File: config.mk
export PLATFORM = sky130hd
export DESIGN_NAME = circle_ctrl
export DESIGN_NICKNAME = d
export VERILOG_FILES = /design/src/rtl/circle_ctrl.sv
export SDC_FILE = /design/constraint.sdc
export NUM_CORES = 1
export LEC_CHECK = 0
export ABC_CLOCK_PERIOD_IN_PS = 2400
export BUFFER_PORTS_ARGS = -buffer_cell sky130_fd_sc_hd__buf_2
export CORE_MARGIN = 1
export CORE_UTILIZATION = 45
export CTS_BUF_LIST = sky130_fd_sc_hd__clkbuf_8
export CTS_CLUSTER_SIZE = 16
export DETAILED_ROUTE_END_ITERATION = 6
export GPL_TIMING_DRIVEN = 1
export PLACE_DENSITY_LB_ADDON = 0.3
export REMOVE_ABC_BUFFERS = 1
export SLEW_MARGIN = 20
export SYNTH_ARGS = -nofsm -noshare
export SYNTH_HDL_FRONTEND = slang
export SYNTH_SLANG_ARGS = --single-unit
File: constraint.sdc
create_clock -name clk -period 2.4 [get_ports clk]
set_clock_uncertainty 0.15 [all_clocks]
set_input_delay 0.36 -clock clk [delete_from_list [all_inputs] [get_ports clk]]
set_output_delay 0.36 -clock clk [all_outputs]
set_load 0.02 [all_outputs]
File: src/rtl/circle_ctrl.sv
// Frame sequencer in front of the circle drawer: clears the screen, launches the
// drawer with latched parameters, and forwards its on-screen pixels to the VGA port.
module circle_ctrl #(
  parameter int unsigned SCREEN_W  = 160,
  parameter int unsigned SCREEN_H  = 120,
  parameter logic [2:0]  BG_COLOUR = 3'b000,
  parameter bit          CLEAR_EN  = 1'b1
) (
  input  logic       clk,
  input  logic       rst,
  input  logic       start,
  input  logic [2:0] colour,
  input  logic [7:0] centre_x,
  input  logic [6:0] centre_y,
  input  logic [7:0] radius,
  output logic       done,
  output logic       busy,
  output logic       circ_start,
  output logic [2:0] circ_colour,
  output logic [7:0] circ_cx,
  output logic [6:0] circ_cy,
  output logic [7:0] circ_radius,
  input  logic       circ_done,
  input  logic       circ_plot,
  input  logic [7:0] circ_x,
  input  logic [6:0] circ_y,
  input  logic [2:0] circ_pcolour,
  output logic       vga_plot,
  output logic [7:0] vga_x,
  output logic [6:0] vga_y,
  output logic [2:0] vga_colour
);

  typedef enum logic [2:0] {
    S_IDLE   = 3'd0,
    S_CLEAR  = 3'd1,
    S_LAUNCH = 3'd2,
    S_DRAW   = 3'd3,
    S_DONE   = 3'd4
  } state_e;

  localparam logic [7:0] X_LAST = 8'(SCREEN_W - 1);
  localparam logic [6:0] Y_LAST = 7'(SCREEN_H - 1);
  localparam logic [8:0] X_LIM  = 9'(SCREEN_W);
  localparam logic [7:0] Y_LIM  = 8'(SCREEN_H);

  state_e     state_q, state_d;

  logic [7:0] clr_x_q, clr_x_d;
  logic [6:0] clr_y_q, clr_y_d;
  logic       clr_last;

  logic [2:0] par_col_q, par_col_d;
  logic [7:0] par_cx_q, par_cx_d;
  logic [6:0] par_cy_q, par_cy_d;
  logic [7:0] par_rad_q, par_rad_d;

  logic       vga_plot_q, vga_plot_d;
  logic [7:0] vga_x_q, vga_x_d;
  logic [6:0] vga_y_q, vga_y_d;
  logic [2:0] vga_col_q, vga_col_d;
  logic       done_q, done_d;

  function automatic logic on_screen(input logic [7:0] x, input logic [6:0] y);
    return ({1'b0, x} < X_LIM) && ({1'b0, y} < Y_LIM);
  endfunction

  // Clear counters hold the pixel currently on the VGA port during CLEAR.
  assign clr_last = (clr_x_q == X_LAST) && (clr_y_q == Y_LAST);

  always_ff @(posedge clk) begin
    if (rst) begin
      state_q <= S_IDLE;
    end else begin
      state_q <= state_d;
    end
  end

  always_comb begin
    state_d = state_q;
    case (state_q)
      S_IDLE:   if (start) state_d = CLEAR_EN ? S_CLEAR : S_LAUNCH;
      S_CLEAR:  if (clr_last) state_d = S_LAUNCH;
      S_LAUNCH: state_d = S_DRAW;
      S_DRAW:   if (circ_done) state_d = S_DONE;
      S_DONE:   if (!start) state_d = S_IDLE;
      default:  state_d = S_IDLE;
    endcase
  end

  always_comb begin
    clr_x_d    = clr_x_q;
    clr_y_d    = clr_y_q;
    par_col_d  = par_col_q;
    par_cx_d   = par_cx_q;
    par_cy_d   = par_cy_q;
    par_rad_d  = par_rad_q;
    vga_plot_d = 1'b0;
    vga_x_d    = vga_x_q;
    vga_y_d    = vga_y_q;
    vga_col_d  = vga_col_q;
    done_d     = (state_d == S_DONE);

    case (state_q)
      S_IDLE: begin
        if (start) begin
          par_col_d = colour;
          par_cx_d  = centre_x;
          par_cy_d  = centre_y;
          par_rad_d = radius;
          clr_x_d   = 8'd0;
          clr_y_d   = 7'd0;
        end
      end
      S_CLEAR: begin
        // y runs fastest; counters park on the last pixel instead of wrapping
        if (!clr_last) begin
          if (clr_y_q == Y_LAST) begin
            clr_y_d = 7'd0;
            clr_x_d = clr_x_q + 8'd1;
          end else begin
            clr_y_d = clr_y_q + 7'd1;
          end
        end
      end
      S_DRAW: begin
        // Coordinates always follow the drawer; only the strobe is clipped.
        vga_x_d    = circ_x;
        vga_y_d    = circ_y;
        vga_col_d  = circ_pcolour;
        vga_plot_d = circ_plot && on_screen(circ_x, circ_y);
      end
      default: ;
    endcase

    if (state_d == S_CLEAR) begin
      vga_plot_d = 1'b1;
      vga_x_d    = clr_x_d;
      vga_y_d    = clr_y_d;
      vga_col_d  = BG_COLOUR;
    end
  end

  always_ff @(posedge clk) begin
    if (rst) begin
      clr_x_q    <= 8'd0;
      clr_y_q    <= 7'd0;
      par_col_q  <= 3'd0;
      par_cx_q   <= 8'd0;
      par_cy_q   <= 7'd0;
      par_rad_q  <= 8'd0;
      vga_plot_q <= 1'b0;
      vga_x_q    <= 8'd0;
      vga_y_q    <= 7'd0;
      vga_col_q  <= 3'd0;
      done_q     <= 1'b0;
    end else begin
      clr_x_q    <= clr_x_d;
      clr_y_q    <= clr_y_d;
      par_col_q  <= par_col_d;
      par_cx_q   <= par_cx_d;
      par_cy_q   <= par_cy_d;
      par_rad_q  <= par_rad_d;
      vga_plot_q <= vga_plot_d;
      vga_x_q    <= vga_x_d;
      vga_y_q    <= vga_y_d;
      vga_col_q  <= vga_col_d;
      done_q     <= done_d;
    end
  end

  assign busy        = (state_q == S_CLEAR) || (state_q == S_LAUNCH) || (state_q == S_DRAW);
  assign circ_start  = (state_q == S_LAUNCH) || (state_q == S_DRAW);
  assign done        = done_q;
  assign circ_colour = par_col_q;
  assign circ_cx     = par_cx_q;
  assign circ_cy     = par_cy_q;
  assign circ_radius = par_rad_q;
  assign vga_plot    = vga_plot_q;
  assign vga_x       = vga_x_q;
  assign vga_y       = vga_y_q;
  assign vga_colour  = vga_col_q;

endmodule

==> Word-level counts from Yosys, hierarchy flattened <==
Cells that the tools add are included.
{ "word_totals": {"regBits": 64, "in_bits": 49, "out_inout_bits": 48, "word_cells": 53} }
{ "op_classes": {"addsub": 2, "magnitude_cmp": 2, "n_eq_ne": 8, "n_mux": 19, "n_reduce_logical": 10} }
{ "ops": {"columns": ["op", "n"], "rows": [
  ["8-bit two-way mux", 5],
  ["7-bit two-way mux", 5],
  ["8-bit case mux with 2 select lines", 1],
  ["3-bit case mux with 5 select lines", 1],
  ["7-bit case mux with 2 select lines", 1],
  ["3-bit two-way mux", 4],
  ["8-bit by 1-bit adder with 8-bit output, second input constant", 1],
  ["8-bit equality test, second input constant", 1],
  ["8-bit < comparator, second input constant", 1],
  ["7-bit by 1-bit adder with 7-bit output, second input constant", 1],
  ["7-bit equality test, second input constant", 1],
  ["7-bit < comparator, second input constant", 1],
  ["3-bit by 1-bit equality test with 1-bit output, second input constant", 2],
  ["3-bit by 2-bit equality test with 1-bit output, second input constant", 2],
  ["3-bit equality test, second input constant", 2],
  ["1-bit logical AND", 3],
  ["3-bit logical NOT", 1],
  ["1-bit logical OR", 3],
  ["1-bit two-way mux", 2],
  ["2-bit AND reduction", 1],
  ["2-bit nonzero test", 1],
  ["2-bit OR reduction", 1]
]} }

==> Depth between registers and ports, before layout <==
{ "logic_depth": {"word_depth": 6, "mapped_depth": 8, "ltp_nobuf": 6} }

==> Least setup slack after synthesis <==
No wires, ideal clock.
{ "synth_path": {"path_kind": "reg-to-reg", "startpoint": "reg clr_y_q[0]", "endpoint": "reg vga_x_q[5] (netlist: vga_x[5])", "setup_ns": 0.086, "arrival_ns": 1.682, "required_ns": 2.164, "slack_ns": 0.481, "stages_incl_launch_ff": 7, "n_path_buf": 0, "synth_period_minus_slack_ns": 1.919, "path_cell_list": "dfxtp_1 -> ha_1 -> nand4_4 -> nor2_4 -> a21boi_0 -> o21ai_0 -> a221oi_2"} }
{ "synth_via": {"elab_chain_len": 6, "elab_cells_between_ends": 10} }
{ "synth_lines": {"columns": ["element", "line_no", "text"], "rows": [
  ["start, declared", "50", "logic [6:0] clr_y_q, clr_y_d;"],
  ["start signal, assigned", "159", "clr_y_q <= clr_y_d;"],
  ["7-bit equality test (*)", "69, 118", null],
  ["1-bit logical AND", "69", "assign clr_last = (clr_x_q == X_LAST) && (clr_y_q == Y_LAST);"],
  ["3-bit two-way mux", "83", "S_CLEAR: if (clr_last) state_d = S_LAUNCH;"],
  ["3-bit case mux with 5 select lines", "81", "case (state_q)"],
  ["3-bit by 1-bit equality test with 1-bit output", "136", "if (state_d == S_CLEAR) begin"],
  ["8-bit two-way mux or 2-bit nonzero test (tied branches)", null, null],
  ["end signal, assigned", "165", "vga_x_q <= vga_x_d;"],
  ["end, declared", "59", "logic [7:0] vga_x_q, vga_x_d;"]
]} }
Every way passes the cells marked *; elsewhere a longest branch is shown, timed or not.
A chain may end at the register's enable or synchronous reset.

==> Worst setup path in the final report <==
Ends and elaborated chain as after synthesis.

==> flow_metrics.tcl <==
set metrics [dict create \
    outcome "complete, but fails checks" \
    violations "DRC" \
    synthCells 348 \
    layout_commonest_cell "buf_2" \
    core-area_mm2 0.00642 \
    synth_edf_count 0 \
    regToRegStartpoint "clr_y_q[0]$_SDFF_PP0_" \
    leakage_nw 1.68 \
    swShare 0.266 \
    fmax_ghz 0.449 \
    wl_per_cell_um 14.4 \
    hold_ws_ns 0.0958 \
    yosysSeqAreaShare 0.425 \
    startpoint "clr_y_q[0]$_SDFF_PP0_" \
    cp_slowest_stage_delay_ns 0.40 \
    relSlewSlack 0.547 \
    grt_pass1_vias 2594 \
    hpwlAfterDp_um 5150 \
    ctsHoldBuffers 0 \
    syn-cell-area_mm2 0.00301 \
    nNetsFinal 489 \
    cts_tree "built" \
    area_growth_pct 23.3 \
    fin_tns_setup_ns 0 \
    power_frac_clock 0.415 \
    hold_class "input pin to flip-flop" \
    grt_pass1_wl_um 12200 \
    cellPowerDensity_mw_per_mm2 664 \
    antenna_found_initial 0 \
    die_area_mm2 0.00703 \
    worstMarginPinSlew_ns 0.680 \
    synth_async_sr_flop_share 0 \
    gp_congestion 0.816 \
    vias_per_cell 5.46 \
    crit_family "compound AO/OA/AOI/OAI gates" \
    crit_buf_inv 0 \
    min_period_over_period 0.927 \
    drt-pass1-iter-count 7 \
    synth_flop_cell "dfxtp_1" \
    path_cells "ha_1 -> nand4_4 -> nor2_4 -> a21boi_0 -> o21ai_0 -> a221oi_2" \
    yosys.area.top_type "dfxtp_1" \
    holdCritStartpoint "radius[5]" \
    crit_path_start_kind "flip-flop" \
    vias 2839 \
    ys_warn_count 0 \
    ir_drop_mv 0.364 \
    cap_viol_max_count 0 \
    fillCellCount 605 \
    rsz0062_at_grt "false" \
    syn_area_per_cell_um2 8.66 \
    crit_required_ns 2.50 \
    drt-total-wl_um 7500 \
    cp-end-kind "flip-flop" \
    rows 29 \
    switchingPower_mw 0.656 \
    combPwrFrac 0.127 \
    setup_viol_count_final 0 \
    die_h_um 83.8 \
    drive_gt1_frac 0.309 \
    clk_latency_ns 0.34 \
    start_util 0.469 \
    die_w_um 83.8 \
    clkTransAtPathRegs_ns 0.08 \
    final_cell_mix "buf_2 (96), nand2_1 (65), dfxtp_1 (64)" \
    finalMaxSlewViolations 0 \
    portBuffers 96 \
    numCtsBuffers 9 \
    hold_viol 0 \
    period_needed_ns 2.23 \
    p_seq_frac 0.458 \
    num_antenna_cells 0 \
    cp_data_arrival_time_ns 2.33 \
    clock_sinks 64 \
    cts-htree-levels 3 \
    grtUsageTotal 0.217 \
    root_buffer "clkbuf_8" \
    crit_type "flip-flop to flip-flop" \
    num_io_pins 97 \
    grt_remaining_overflow 0 \
    synthTopCellsByArea "dfxtp_1 (43%), nand2_1 (8.1%), a21oi_1 (7.8%), mux2i_1 (5.6%), nor2_1 (2.2%)" \
    final_antenna_net_count 0 \
    clockBufferDepth 2 \
    cp_max_fo 10 \
    cpMaxStageDelayCell "dfxtp_1" \
    yosys_register_bits 64 \
    drc 6 \
    drt_iter0_drc 136 \
    synth_top_area_frac 0.425 \
    grt_max_degree 27 \
    synthDistinctLibCells 59 \
    p_int_mw 1.81 \
]
[worst paths after layout]
kind,slack [ns],depth (start not counted),to
max,0.17,6,vga_x[5]$_SDFFE_PP0P_
min,0.1,3,circ_radius[5]$_SDFFE_PP0P_
max reg2reg,0.17,6,vga_x[5]$_SDFFE_PP0P_
min reg2reg,0.30,2,circ_cx[1]$_SDFFE_PP0P_
[state kept, by name, indices dropped and copies added (netlist names)]
signal,cells
state_q,3
clr_y_q,7
done,1
circ_cy,7
circ_colour,3
circ_cx,8
circ_radius,8
vga_y,7
clr_x_q,8
vga_colour,3
vga_x,8
vga_plot,1
[synth_stat cells, drive strengths merged (4+ instances only)]
cell / count
mux2i: 17
clkbuf: 10
o21ai: 9
a31oi: 9
nand2: 68
buf: 15
nand4: 5
nand3: 10
nor2: 21
a21boi: 4
a211oi: 4
dfxtp: 64
a21oi: 47
nor3: 14
[metal layers]
metal,wire (µm),up-vias,global-route usage
li1,-,1425,-
met1,3480,1317,0.280
met3,302,10,0.0425
met4,104,0,0.0893
met2,3610,87,0.355
met5,0,-,0
[through the flow]
stage	instance area, µm²	util	setup slack, ns	std cells	power [mW]
2_1_floorplan	2840	-	0.382	323	1.32
3_3_place_gp	3490	0.543	0.255	504	1.46
3_5_place_dp	3490	0.543	0.191	504	1.47
4_1_cts	3710	0.577	0.176	520	2.49
5_1_grt	3710	0.578	0.0516	520	2.57
6_report	3710	0.578	0.175	520	2.47
[power by group through the flow]
stage / Sequential, mW / Combinational, mW / Clock [mW]
4_1_cts: 1.13 / 0.315 / 1.04
5_1_grt: 1.13 / 0.343 / 1.09
3_3_place_gp: 1.15 / 0.310 / 0
3_5_place_dp: 1.15 / 0.313 / 0
2_1_floorplan: 1.21 / 0.114 / 0
6_report: 1.13 / 0.315 / 1.02
[kinds of logic (layout without fill, tap and decap cells)]
group | Yosys count | count (layout) | share of synthesized area
compound gates | 94 | 94 | 0.202
xor+xnor | 4 | 4 | 0.0116
fa+ha+maj | 2 | 2 | 0.00830
buf+inv | 28 | 123 | 0.0619
flops | 64 | 64 | 0.425
mux | 19 | 19 | 0.0640
simple gates | 137 | 137 | 0.227
[final cells by class]
cell class                 count  area (µm²)  share of cell area
clock inverter                 7        95.1              0.0256
tap                           77        96.3              0.0259
timing repair buffer         104         553               0.149
clock buffer                   9         124              0.0333
multi-input combinational    256        1550               0.418
inverter                       3        11.3             0.00303
sequential                    64        1280               0.345
[repair_timing]
item / 4_1_cts / 5_1_grt
endpoints found under the setup margin: 0 / 1
gates resized for setup: 0 / 1
buffers inserted: 0 / 0
[tightest hold or removal path, cell delays in order]
cell and delay, ns:
buf_2 0.09, nand2_1 0.04, a21oi_1 0.05
No activity file was read; power rests on OpenSTA's default activity.
